`src/rtl/if_id_latch_pkg.sv`:
```
// Shared constants, state encoding and opcode helper for the IF/ID pipeline register.
// Decode and control import the same package so the HALT/NOP encodings live in one place.
package if_id_latch_pkg;

  localparam int              WIDTH     = 16;
  localparam int              OPC_W     = 5;
  localparam logic [OPC_W-1:0] OPC_HALT = 5'b00000;
  localparam logic [OPC_W-1:0] OPC_NOP  = 5'b00001;
  localparam logic [WIDTH-1:0] NOP_INSTR = 16'h0800;
  localparam logic [OPC_W-1:0] HALT_OPC = OPC_HALT;

  // The halted flop is the whole state machine: 0 = RUN, 1 = HALTED.
  typedef enum logic [0:0] {
    ST_RUN    = 1'b0,
    ST_HALTED = 1'b1
  } state_e;

  function automatic logic [OPC_W-1:0] opcode(input logic [WIDTH-1:0] instr);
    return instr[WIDTH-1 -: OPC_W];
  endfunction

endpackage

```
`src/rtl/if_id_latch_if.sv`:
```
// Fetch-to-decode bundle: fetch data and hazard controls in, decode-side payload out.
// master drives the fetch side; slave is the pipeline register itself.
interface if_id_latch_if
  import if_id_latch_pkg::*;
();

  logic [WIDTH-1:0] instr_in;
  logic [WIDTH-1:0] incPC_in;
  logic             stall;
  logic             flush;
  logic [WIDTH-1:0] instr_out;
  logic [WIDTH-1:0] incPC_out;
  logic             valid_out;
  logic             halted;
  logic             fetch_hold;

  modport master (
    output instr_in, incPC_in, stall, flush,
    input  instr_out, incPC_out, valid_out, halted, fetch_hold
  );

  modport slave (
    input  instr_in, incPC_in, stall, flush,
    output instr_out, incPC_out, valid_out, halted, fetch_hold
  );

endinterface

```
`src/rtl/if_id_latch_reg.sv`:
```
// Generic register cell with synchronous reset to zero and a write enable.
// Latency one cycle; holds its value whenever we is low.
module if_id_latch_reg #(
  parameter int W = 16
) (
  input  logic         clk,
  input  logic         rst,
  input  logic         we,
  input  logic [W-1:0] data_d,
  output logic [W-1:0] data_q
);

  always_ff @(posedge clk) begin
    if (rst) begin
      data_q <= '0;
    end else if (we) begin
      data_q <= data_d;
    end
  end

endmodule

```
`src/rtl/if_id_latch.sv`:
```
// IF/ID register: one-cycle capture of instruction and PC+2 with flush > halt > stall > load.
// Backpressure: stall or a latched HALT freezes the slot and drives fetch_hold straight back to fetch.
module if_id_latch
  import if_id_latch_pkg::*;
(
  input  logic          clk,
  input  logic          rst,
  if_id_latch_if.slave  bus
);

  logic [WIDTH-1:0] instr_d, instr_q;
  logic [WIDTH-1:0] pc_d, pc_q;
  logic             valid_d, valid_q;
  state_e           state_d, state_q;
  logic [0:0]       state_raw_q;

  assign state_q = state_e'(state_raw_q);

  always_comb begin
    instr_d = instr_q;
    pc_d    = pc_q;
    valid_d = valid_q;
    state_d = state_q;
    if (bus.flush) begin
      // A redirect also cancels a HALT fetched down the wrong path.
      instr_d = NOP_INSTR;
      pc_d    = bus.incPC_in;
      valid_d = 1'b0;
      state_d = ST_RUN;
    end else if (state_q == ST_HALTED || bus.stall) begin
      instr_d = instr_q;
    end else begin
      instr_d = bus.instr_in;
      pc_d    = bus.incPC_in;
      valid_d = 1'b1;
      state_d = (opcode(bus.instr_in) == HALT_OPC) ? ST_HALTED : ST_RUN;
    end
  end

  if_id_latch_reg #(.W(WIDTH)) u_instr_reg (
    .clk(clk), .rst(rst), .we(1'b1), .data_d(instr_d), .data_q(instr_q)
  );

  if_id_latch_reg #(.W(WIDTH)) u_pc_reg (
    .clk(clk), .rst(rst), .we(1'b1), .data_d(pc_d), .data_q(pc_q)
  );

  if_id_latch_reg #(.W(1)) u_valid_reg (
    .clk(clk), .rst(rst), .we(1'b1), .data_d(valid_d), .data_q(valid_q)
  );

  if_id_latch_reg #(.W(1)) u_halted_reg (
    .clk(clk), .rst(rst), .we(1'b1), .data_d(state_d), .data_q(state_raw_q)
  );

  // Register resets to zero, so the bubble is produced here rather than by the reset value.
  assign bus.instr_out  = valid_q ? instr_q : NOP_INSTR;
  assign bus.incPC_out  = pc_q;
  assign bus.valid_out  = valid_q;
  assign bus.halted     = (state_q == ST_HALTED);
  assign bus.fetch_hold = bus.stall | (state_q == ST_HALTED);

endmodule

```
`src/flat_wrapper.sv`:
```
// flat-port wrapper written by rule: the top's interface ports become plain ports
module if_id_latch_flat import if_id_latch_pkg::*;
  (clk, rst, bus_instr_in, bus_incPC_in, bus_stall, bus_flush, bus_instr_out, bus_incPC_out, bus_valid_out, bus_halted, bus_fetch_hold);
  if_id_latch_if bus_i ();
  input  logic clk;
  input  logic rst;
  input wire logic [$bits(bus_i.instr_in)-1:0] bus_instr_in;
  input wire logic [$bits(bus_i.incPC_in)-1:0] bus_incPC_in;
  input wire logic [$bits(bus_i.stall)-1:0] bus_stall;
  input wire logic [$bits(bus_i.flush)-1:0] bus_flush;
  output wire logic [$bits(bus_i.instr_out)-1:0] bus_instr_out;
  output wire logic [$bits(bus_i.incPC_out)-1:0] bus_incPC_out;
  output wire logic [$bits(bus_i.valid_out)-1:0] bus_valid_out;
  output wire logic [$bits(bus_i.halted)-1:0] bus_halted;
  output wire logic [$bits(bus_i.fetch_hold)-1:0] bus_fetch_hold;
  assign bus_i.instr_in = bus_instr_in;
  assign bus_i.incPC_in = bus_incPC_in;
  assign bus_i.stall = bus_stall;
  assign bus_i.flush = bus_flush;
  assign bus_instr_out = bus_i.instr_out;
  assign bus_incPC_out = bus_i.incPC_out;
  assign bus_valid_out = bus_i.valid_out;
  assign bus_halted = bus_i.halted;
  assign bus_fetch_hold = bus_i.fetch_hold;
  if_id_latch u_core (.clk(clk), .rst(rst), .bus(bus_i));
endmodule
```
`config.mk`:
```
export PLATFORM = sky130hd
export DESIGN_NAME = if_id_latch_flat
export DESIGN_NICKNAME = d
export VERILOG_FILES = /design/src/rtl/if_id_latch_pkg.sv /design/src/rtl/if_id_latch_if.sv /design/src/rtl/if_id_latch_reg.sv /design/src/rtl/if_id_latch.sv /design/src/flat_wrapper.sv
export SDC_FILE = /design/constraint.sdc
export NUM_CORES = 1
export LEC_CHECK = 0
export ABC_CLOCK_PERIOD_IN_PS = 1600
export BUFFER_PORTS_ARGS = -buffer_cell sky130_fd_sc_hd__buf_2
export CORE_AREA = 2 2 69 71
export CTS_CLUSTER_DIAMETER = 50
export DETAILED_ROUTE_END_ITERATION = 6
export DIE_AREA = 0 0 71 73
export HOLD_SLACK_MARGIN = 0.03
export PLACE_DENSITY = 0.74
export SYNTH_ARGS = -nofsm -noshare
export SYNTH_HDL_FRONTEND = slang
export SYNTH_HIERARCHICAL = 1
export SYNTH_SLANG_ARGS = --single-unit
```
`constraint.sdc`:
```
create_clock -name clk -period 1.6 [get_ports clk]
set_clock_uncertainty 0.15 [all_clocks]
set_input_delay 0.32 -clock clk [delete_from_list [all_inputs] [get_ports clk]]
set_output_delay 0.32 -clock clk [all_outputs]
set_load 0.05 [all_outputs]
```
Word level (Yosys, flattened, before mapping)

Cells that the tools add are included.

Register bits: 34
Bits of input ports: 36
Output and inout bits: 35
Logic and storage cells: 16

Equality and inequality tests: 1
Muxes and demuxes: 6
Bitwise operators: 1
Reductions and logical operators: 3

Operator list:

| kind                                          | number |
|---|---|
| two-way mux 16 bit                            | 3 |
| two-way mux 12 bit                            | 2 |
| zero test 5 bit                               | 1 |
| inequality test 2 bit (second input constant) | 1 |
| OR reduction 2 bit                            | 1 |
| logical OR 1 bit                              | 1 |
| two-way mux 1 bit                             | 1 |
| OR 1 bit                                      | 1 |

Longest topological paths before layout

Word-level depth: 3
Gate-level depth with buffers: 5
Depth with buffers taken out: 4

Hierarchy

The synthesis kept the hierarchy.

Modules (own cells, without submodules):

| module                                     | instances | cells an instance | area each (µm²) | sequential area each (µm²) |
|---|---|---|---|---|
| if_id_latch_reg at u_core.u_instr_reg ...  | 2         | 52                | 580.6           | 320.3 |
| if_id_latch                                | 1         | 97                | 684.4           | 0.0 |
| if_id_latch_reg at u_core.u_halted_reg ... | 2         | 3                 | 33.8            | 20.0 |

Worst setup path before layout

Ideal clock, no wire load.

Kind: register to output
Start point: register u_core.u_valid_reg.data_q
End point: output bus_instr_out[10]
Data arrival time: 1.405 ns
Required time: 1.130 ns
Setup slack: -0.275 ns
Stages on the path, launching flop included: 3
Path buffers: 1
Cell sequence: dfxtp_1 -> clkbuf_1 -> and2_1

Cells in the longest elaborated chain, start to end: 1

Ends and longest elaborated chain:

| what                     | RTL line              | RTL |
|---|---|---|
| start: declaration       | if_id_latch_reg.sv:10 | `output logic [W-1:0] data_q` |
| start signal: assignment | if_id_latch_reg.sv:17 | `data_q <= data_d;` |
| two-way mux 16 bit       | if_id_latch.sv:57     | `assign bus.instr_out = valid_q ? instr_q : NOP_INSTR;` |
| end: declaration         | flat_wrapper.sv:11    | `output wire logic [$bits(bus_i.instr_out)-1:0] bus_instr_out;` |

Every way passes these cells.

Final worst setup path

Same ends and word-level chain as after synthesis.

==> results.sh <==
export IMPL_cts_path_max_buffers=2
export IMPL_dr_pass1_iters=4
export IMPL_ir_worst_vdd_v=0.000516
export IMPL_maxSlewViolCount=0
export IMPL_ff2ff_setup_slack_ps=100
export IMPL_die_w_um=71
export IMPL_final_util_pct=54.9
export IMPL_cp_arrival_ps=1090
export IMPL_rr_startpoint="u_core/u_halted_reg/data_q"
export IMPL_n_antenna_cell=0
export IMPL_p_int_mw=1.35
export IMPL_cts_reportedPaths_clkPinSlew_ps=60
export IMPL_crit_path_max_fanout=19
export IMPL_post_dp_hpwl_mm=2.81
export IMPL_synth_area_um2=1910
export IMPL_fin_tns_setup_ps=0
export IMPL_yosysWarnings=6
export IMPL_leakagePower_nw=1.20
export IMPL_ys_ff_latch=34
export IMPL_overflow=0
export IMPL_die_y_um=73
export IMPL_end_kind="primary output"
export IMPL_cts_num_sinks=34
export IMPL_fp_row_count=25
export IMPL_p_total_mw=1.91
export IMPL_status="complete, no violations"
export IMPL_hold_buffers=0
export IMPL_power_per_cell_area_nw_per_um2=767
export IMPL_remaining_drc_errors=0
export IMPL_required_ps=1130
export IMPL_core_area_um2=4540
export IMPL_hold_class="input port to register"
export IMPL_max_freq_mhz=643
export IMPL_ctsHtreeMaxLevel=2
export IMPL_min_delay_path_depth=4
export IMPL_maxCapViolCount=0
export IMPL_cts_buffers=5
export IMPL_clock_insertion_delay_worst_skew_ps=280
export IMPL_drive_above_1_share_pct=42.3
export IMPL_fillCellCount=434
export IMPL_via_count=1686
export IMPL_min_to="u_core/u_pc_reg/data_q[1]"
export IMPL_fin_nets=315
export IMPL_p_switching_mw=0.554
export IMPL_hold_path_startpoint="bus_incPC_in[1]"
export IMPL_ant_nets=0
export IMPL_synth_top_area_cell="dfxtp_1"
export IMPL_ys_seq_area_share_pct=35.6
export IMPL_grt_max_degree=21
export IMPL_start_kind="register"
export IMPL_io_pin_count=71
export IMPL_post_drt_wl_per_cell_um=12.7
export IMPL_clkPwrFrac_pct=30.7
export IMPL_syn2layout_area_growth_pct=30.1
export IMPL_reg2reg_to="u_core/u_instr_reg/data_q[15]"
export IMPL_portBuffers=70
export IMPL_antenna_found_initial=0
export IMPL_synth_distinct_cells=23
export IMPL_switching_share_pct=29.0
export IMPL_grt_total_usage_pct=16.4
export IMPL_grt_pass1_vias=1524
export IMPL_root_buffer="clkbuf_8"
export IMPL_synth_area_top_cells="dfxtp_1, mux2i_1, mux2_2"
export IMPL_start_util_pct=42.2
export IMPL_gp_congestion=0.758
export IMPL_critPathKind="register to primary output"
export IMPL_cts_tree="yes"
export IMPL_dieArea_um2=5180
export IMPL_avgSynthCellArea_um2=9.24
export IMPL_place_area_um2=2330
export IMPL_period_minus_slack_ps=1560
export IMPL_synthesis_instances=207
export IMPL_reg2reg_depth=5
export IMPL_drt_iter0_drc=95
export IMPL_synth_top_cell_area_share_pct=35.6
export IMPL_grt_pass1_wl_mm=6.79
export IMPL_final_area_um2=2490
export IMPL_hold_viol=0
export IMPL_p_seq_share_pct=47.8
export IMPL_routed_via_density=5.06
export IMPL_setup_violations=0
export IMPL_routed_wl_mm=4.22
export IMPL_layout_worst_path_cycle_share_pct=97.2
export IMPL_pwr_share_comb_pct=21.5
-- how the worst max path moves through the flow --
stage | to | from
after floorplan | u_core/u_pc_reg/data_q[13] | u_core/u_halted_reg/data_q
after detailed placement | u_core/u_halted_reg/data_q | bus_stall
after global routing | bus_instr_out[4] | u_core/u_valid_reg/data_q
after global placement | u_core/u_halted_reg/data_q | bus_stall
final | bus_instr_out[10] | u_core/u_valid_reg/data_q
after CTS | bus_instr_out[14] | u_core/u_valid_reg/data_q
-- cells in the final DEF, fill, tap and decap left out --
| cell type | Yosys | final |
|---|---|---|
| or4_1 | 1 | 1 |
| dfxtp_1 | 34 | 32 |
| conb_1 | 1 | 4 |
| nand2b_1 | 2 | 2 |
| o21ai_0 | 15 | 15 |
| buf_4 | 0 | 17 |
| dfxtp_4 | 0 | 2 |
| nor3b_1 | 1 | 1 |
| clkbuf_8 | 0 | 5 |
| or3b_1 | 13 | 13 |
| o21bai_4 | 0 | 1 |
| or2_4 | 0 | 1 |
| buf_2 | 3 | 54 |
| mux2i_1 | 34 | 34 |
| and2_2 | 0 | 10 |
| and2_1 | 15 | 5 |
| o41ai_2 | 1 | 1 |
| a211o_1 | 1 | 1 |
| inv_1 | 1 | 1 |
| mux2_2 | 16 | 16 |
| a21oi_1 | 16 | 16 |
| clkbuf_1 | 7 | 2 |
| nor2_1 | 34 | 34 |
| buf_6 | 3 | 7 |
| buf_12 | 2 | 2 |
| or3b_2 | 2 | 2 |
-- synthesized netlist by cell type --
library cell,n
dfxtp_1,34
mux2i_1,34
nor2_1,34
a21oi_1,16
mux2_2,16
and2_1,15
o21ai_0,15
or3b_1,13
clkbuf_1,7
buf_1,3
buf_2,3
buf_6,3
buf_12,2
nand2b_1,2
or3b_2,2
a211o_1,1
conb_1,1
inv_1,1
nor3b_1,1
o21bai_2,1
o41ai_2,1
or2_2,1
or4_1,1
-- state kept, by name, summed over array words and instances, names as in the netlist --
signal                      count
u_core/u_halted_reg/data_q      1
u_core/u_instr_reg/data_q      16
u_core/u_valid_reg/data_q       1
u_core/u_pc_reg/data_q         16
-- cell type report --
| cell class | instances | area [um2] | area share [%] |
|---|---|---|---|
| clock buffers | 7 | 76.3 | 3.07 |
| inverters | 1 | 3.75 | 0.151 |
| multi-input cells | 157 | 1140 | 45.7 |
| flip-flops and latches | 34 | 688 | 27.7 |
| well taps | 54 | 67.6 | 2.71 |
| repair buffers | 80 | 517 | 20.8 |
-- per-stage QoR --
| step | instances | hold WS [ps] | setup WS (ps) |
|---|---|---|---|
| finish | 333 | 251 | 44.4 |
| CTS | 333 | 246 | 12.3 |
| floorplan | 210 | 235 | 13.0 |
| detailed placement | 325 | 474 | -6.76 |
| global route | 333 | 267 | -0.491 |
| global placement | 325 | 454 | 3.87 |
-- power groups by stage --
stage	Sequential, mW	Combinational (mW)	Clock, mW
after detailed placement	0.934	0.401	0
after CTS	0.913	0.405	0.611
after global placement	0.932	0.396	0
final	0.912	0.409	0.586
after global routing	0.918	0.441	0.650
after floorplan	1.02	0.221	0
-- what timing repair did --
action                     4_1_cts  5_1_grt
setup buffers                    1        0
hold endpoints to repair         0        0
gates cloned                     0        0
setup endpoints to repair       18        7
gates resized for setup         18        7
-- metal layers --
layer / wire length [um] / GRT usage (%) / vias up
met5: 0 / 0 / -
met3: 295 / 4.28 / 5
li1: - / - / 852
met1: 1890 / 20.4 / 772
met2: 1990 / 27.5 / 57
met4: 44 / 5.66 / 0
-- cell families (layout without fill, tap and decap cells) --
group	after synthesis	after routing	synth area share, %
buf+inv	19	88	6.80
flops	34	34	35.6
simple gates	69	69	20.2
other cells	1	4	0.196
compound gates	34	34	10.0
mux	50	50	27.2
-- critical path, stage by stage (launching register included) --
cell,delay (ps)
dfxtp_4,450
and2_2,170
buf_4,180
No activity file was read; power rests on OpenSTA's default activity.
